`src/rtl/fetch_unit_pkg.sv`:
```
// Core constants shared by the fetch stage: instruction width, reset PC, NOP encoding.
package fetch_unit_pkg;

    localparam int unsigned XLEN = 32;

    localparam logic [XLEN-1:0] RESET_PC_DEFAULT  = 32'h0000_0000;
    localparam logic [XLEN-1:0] NOP_INSTR_DEFAULT = 32'h0000_0013;

    typedef struct packed {
        logic [XLEN-1:0] pc;
        logic [XLEN-1:0] instr;
    } fetch_entry_t;

    function automatic logic [XLEN-1:0] align_word(input logic [XLEN-1:0] addr);
        return {addr[XLEN-1:2], 2'b00};
    endfunction

endpackage

```
`src/rtl/fetch_fifo.sv`:
```
// Two-entry in-order FIFO with synchronous flush; a push into a full FIFO is accepted
// only when a pop happens in the same cycle.
module fetch_fifo #(
    parameter int unsigned WIDTH = 64
) (
    input  logic             clk,
    input  logic             rst,
    input  logic             flush,
    input  logic             push,
    input  logic             pop,
    input  logic [WIDTH-1:0] wdata,
    output logic [WIDTH-1:0] rdata,
    output logic             full,
    output logic             empty,
    output logic [1:0]       count
);

    logic [WIDTH-1:0] mem [2];
    logic             rd_ptr;
    logic             wr_ptr;
    logic             do_push;
    logic             do_pop;

    assign empty   = (count == 2'd0);
    assign full    = (count == 2'd2);
    assign do_pop  = pop && !empty;
    assign do_push = push && (!full || do_pop);
    assign rdata   = mem[rd_ptr];

    always_ff @(posedge clk) begin
        if (rst || flush) begin
            rd_ptr <= 1'b0;
            wr_ptr <= 1'b0;
            count  <= 2'd0;
        end else begin
            if (do_push) begin
                mem[wr_ptr] <= wdata;
                wr_ptr      <= ~wr_ptr;
            end
            if (do_pop) begin
                rd_ptr <= ~rd_ptr;
            end
            count <= count + {1'b0, do_push} - {1'b0, do_pop};
        end
    end

endmodule

```
`src/rtl/fetch_unit.sv`:
```
// Instruction fetch stage: issues word fetches, tracks in-flight requests, buffers
// responses with their PCs, and discards stale responses after a redirect.
module fetch_unit
    import fetch_unit_pkg::*;
#(
    parameter logic [XLEN-1:0] RESET_PC  = RESET_PC_DEFAULT,
    parameter logic [XLEN-1:0] NOP_INSTR = NOP_INSTR_DEFAULT
) (
    input  logic            clk,
    input  logic            rst,
    input  logic            stall_i,
    input  logic            flush_i,
    input  logic [XLEN-1:0] redirect_pc_i,
    output logic            imem_req_o,
    output logic [XLEN-1:0] imem_addr_o,
    input  logic            imem_gnt_i,
    input  logic            imem_rvalid_i,
    input  logic [XLEN-1:0] imem_rdata_i,
    output logic            if_valid_o,
    output logic [XLEN-1:0] if_pc_o,
    output logic [XLEN-1:0] if_instr_o
);

    logic [XLEN-1:0] pc;
    logic [XLEN-1:0] last_pc;
    logic [1:0]      outstanding;
    logic [1:0]      drop;
    logic [2:0]      in_use;
    logic            grant;
    logic            resp_keep;

    logic [XLEN-1:0] addr_head;
    logic            addr_full;
    logic            addr_empty;
    logic [1:0]      addr_count;

    fetch_entry_t    data_head;
    logic            data_full;
    logic            data_empty;
    logic [1:0]      data_count;
    logic            unused_status;

    // Outstanding includes responses still to be dropped, so one sum covers both the
    // normal and the post-redirect space accounting.
    assign in_use     = {1'b0, outstanding} + {1'b0, data_count};
    assign imem_req_o = !rst && !flush_i && (in_use < 3'd2);
    assign imem_addr_o = pc;
    assign grant      = imem_req_o && imem_gnt_i;
    assign resp_keep  = imem_rvalid_i && (drop == 2'd0);

    assign if_valid_o = !data_empty;
    assign if_pc_o    = if_valid_o ? data_head.pc    : last_pc;
    assign if_instr_o = if_valid_o ? data_head.instr : NOP_INSTR;

    assign unused_status = ^{addr_full, addr_empty, addr_count, data_full};

    fetch_fifo #(.WIDTH(XLEN)) u_addr_q (
        .clk   (clk),
        .rst   (rst),
        .flush (flush_i),
        .push  (grant),
        .pop   (resp_keep),
        .wdata (pc),
        .rdata (addr_head),
        .full  (addr_full),
        .empty (addr_empty),
        .count (addr_count)
    );

    fetch_fifo #(.WIDTH(2 * XLEN)) u_data_q (
        .clk   (clk),
        .rst   (rst),
        .flush (flush_i),
        .push  (resp_keep && !flush_i),
        .pop   (if_valid_o && !stall_i),
        .wdata ({addr_head, imem_rdata_i}),
        .rdata (data_head),
        .full  (data_full),
        .empty (data_empty),
        .count (data_count)
    );

    always_ff @(posedge clk) begin
        if (rst) begin
            pc          <= align_word(RESET_PC);
            last_pc     <= RESET_PC;
            outstanding <= 2'd0;
            drop        <= 2'd0;
        end else begin
            if (if_valid_o) begin
                last_pc <= data_head.pc;
            end
            outstanding <= outstanding + {1'b0, grant} - {1'b0, imem_rvalid_i};
            if (flush_i) begin
                pc   <= align_word(redirect_pc_i);
                drop <= outstanding - {1'b0, imem_rvalid_i};
            end else begin
                if (grant) begin
                    pc <= pc + 32'd4;
                end
                if (imem_rvalid_i && (drop != 2'd0)) begin
                    drop <= drop - 2'd1;
                end
            end
        end
    end

endmodule

```
`config.mk`:
```
export PLATFORM = sky130hd
export DESIGN_NAME = fetch_unit
export DESIGN_NICKNAME = d
export VERILOG_FILES = /design/src/rtl/fetch_unit_pkg.sv /design/src/rtl/fetch_fifo.sv /design/src/rtl/fetch_unit.sv
export SDC_FILE = /design/constraint.sdc
export NUM_CORES = 1
export LEC_CHECK = 0
export BUFFER_PORTS_ARGS = -buffer_cell sky130_fd_sc_hd__buf_2
export CAP_MARGIN = 5
export CORE_UTILIZATION = 45
export DETAILED_ROUTE_END_ITERATION = 12
export GPL_ROUTABILITY_DRIVEN = 0
export PLACE_DENSITY_LB_ADDON = 0.15
export SLEW_MARGIN = 30
export SYNTH_ARGS = -nofsm -noshare
export SYNTH_HDL_FRONTEND = slang
export SYNTH_HIERARCHICAL = 1
export SYNTH_SLANG_ARGS = --single-unit
```
`constraint.sdc`:
```
create_clock -name clk -period 9.45 [get_ports clk]
set_clock_uncertainty 0.15 [all_clocks]
set_input_delay 0.4725 -clock clk [delete_from_list [all_inputs] [get_ports clk]]
set_output_delay 0.4725 -clock clk [all_outputs]
set_load 0.03 [all_outputs]
```
==> results.md <==
* First-pass GRT wire length at 34510 um
* CTS tree: yes
* Pre-Repair DR Iteration Count at 4
* Placed instance area at 12150 um^2
* Max IR drop VDD at 99.21 uV
* Clk slew on worst S/H paths at 0.06 ns
* TritonCTS buffer count at 28
* Power Density at 193.8 nW/um^2
* Fill cell count at 1961
* Starting Density at 46.31%
* Via count at 6528
* YS warnings at 6
* Leak at 5.132 nW
* Clock buffer depth at 3
* CP Launch Type: register
* Die area at 25070 um^2
* Status: completed
* Remaining antenna violation count at 0
* Rows at 56
* Finish-stage setup viols at 0
* Worst Path Max Fanout at 26
* Routed len/inst at 17.16 um
* Post-synthesis cell area at 11000 um^2
* Max cap viols at 0
* Port bufs at 163
* Drt via density at 5.010
* Post-route minimum period at 4.210 ns
* CTS H-tree depth at 1
* Post-route cell area at 13440 um^2
* Vias in the first global route at 6499
* Max-slew headroom at 39.41%
* Worst reg2reg setup slack at 5.24 ns
* Crit path to: u_addr_q/mem[0][28]
* Crit-path slowest cell: nor4b_2
* Die X at 158.4 um
* Initial DRC count at 319
* Hold/Removal Path Class: input port to register
* Routed WL at 22360 um
* Core Footprint at 23750 um^2
* Largest net degree at the start of global routing at 72
* Fmax at 237.5 MHz
* Syn avg cell area at 14.44 um^2
* Slew @ Worst Pin at 0.9089 ns
* # clock sinks at 268
* Dpl hpwl at 13790 um
* Seq. cell area at 7291 um^2
* # IOs at 168
* Clock root cell: clkbuf_16
* Final #Nets at 1040
* Global route overflow at 0
* Period utilization at 44.55%
* Area of the multi-input gates at 3481 um^2
* Layout cells sized above 1 at 29.47%
* Slew Limit Fails at 0
* Setup TNS at 0 ns
* Initial antenna violation count at 1
* Critical Path End Type: register
* Final hold viol count at 0
* Clock latency on the worst-skew pair at 0.54 ns
* RSZ-0062 raised after global routing: false
* Cells after Synth at 762
* Die H at 158.4 um
* Number of diodes at 0
* CP startpoint: u_data_q/count[0]
* Crit-path cells: and2_1, fa_1, nor4b_2, nand2b_1, inv_1, o21ai_2, nor3_2, buf_4
* Peak per-stage delay on the critical path at 0.77 ns
* FF-to-FF Start: u_data_q/count[0]
* R2R Path End: u_addr_q/mem[0][28]
* Tot GR Track Use at 18.05%
* Synth-to-layout area growth at 22.19%
* Required time worst endpoint at 9.47 ns
* DRC viols at 0
* CP arrival at 4.23 ns
* CP Class: register to register
* Path depth of the worst reg2reg path at 8
* Total power at 2.604 mW
metal layers:
layer | GRT usage, % | share of wire, % | up-vias
met4 | 4.579 | 1.6 | 0
met3 | 2.885 | 4.7 | 27
li1 | - | - | 3174
met5 | 0 | 0 | -
met2 | 30.99 | 48 | 150
met1 | 23.78 | 46 | 3177
layout make-up:
| class | count | share of cell area [%] |
|---|---|---|
| clock buffers | 38 | 6.265 |
| multi-input cells | 438 | 25.90 |
| repair buffers | 204 | 9.048 |
| well taps | 319 | 2.969 |
| clock inverters | 14 | 0.9681 |
| flip-flops and latches | 268 | 54.24 |
| inverters | 22 | 0.6144 |
repair_timing:
| action | 4_1_cts | 5_1_grt |
|---|---|---|
| endpoints found under the hold margin | 64 | 0 |
| hold buffers | 32 | 0 |
| resized for setup | 0 | 0 |
| buffers inserted | 0 | 0 |
stage by stage:
step                      hold slack [ns]  util [%]  worst slack (ns)  std cells
after global routing              0.03062     56.59             4.875       1303
after floorplan                    0.3225         -             2.871        767
after detailed placement           0.3432     51.15             5.214       1219
after global placement             0.3322     51.06             5.220       1218
final                             0.03182     56.59             5.240       1303
after CTS                         0.01828     56.59             5.222       1303
how the worst min path moves through the flow:
stage               slack (ns)  cells after the start               from               to
floorplan                 0.32                      2    u_addr_q/rd_ptr         register
global placement          0.33                      2    u_data_q/rd_ptr         register
detailed placement        0.34                      2    u_addr_q/rd_ptr         register
CTS                       0.02                      3  redirect_pc_i[14]  imem_addr_o[14]
global route              0.03                      3   redirect_pc_i[4]   imem_addr_o[4]
finish                    0.03                      3  redirect_pc_i[14]  imem_addr_o[14]
sequential cells by signal, indices dropped and copies added, names as in the netlist, 2 cells and up, named ones only:
register	cells
u_data_q/mem	128
u_addr_q/mem	64
imem_addr_o	30
drop	2
u_data_q/count	2
u_addr_q/count	2
last_pc	32
outstanding	2
placed cells by master, fill, tap and decap left out, drive strengths merged, types with 7 or more instances in the layout:
cell	n
a21oi	17
buf	172
clkbuf	38
clkinv	11
dfxtp	76
dlygate4sd3	32
edfxtp	192
ha	7
inv	22
mux2	130
mux2i	8
nand2	24
nand3	8
nand4	13
nor2	38
nor2b	65
nor3	14
o21a	7
o21ai	9
xnor2	18
xor2	13
report_power, final:
part	total (mW)	switching [mW]	internal [mW]
Clock	1.12	0.442	0.679
Sequential	1.30	0.0232	1.28
Combinational	0.181	0.109	0.0713
Total	2.60	0.575	2.03
critical path: cells and delay by family, from the launching register on:
family	cells	cell delay [ns]
AND/OR/NAND/NOR	4	1.86
buffers and inverters	2	0.77
flip-flops	1	0.47
adder cells (fa/ha/maj)	1	0.47
AO/OA/AOI/OAI	1	0.12
Power figures use the tool's default switching activity.
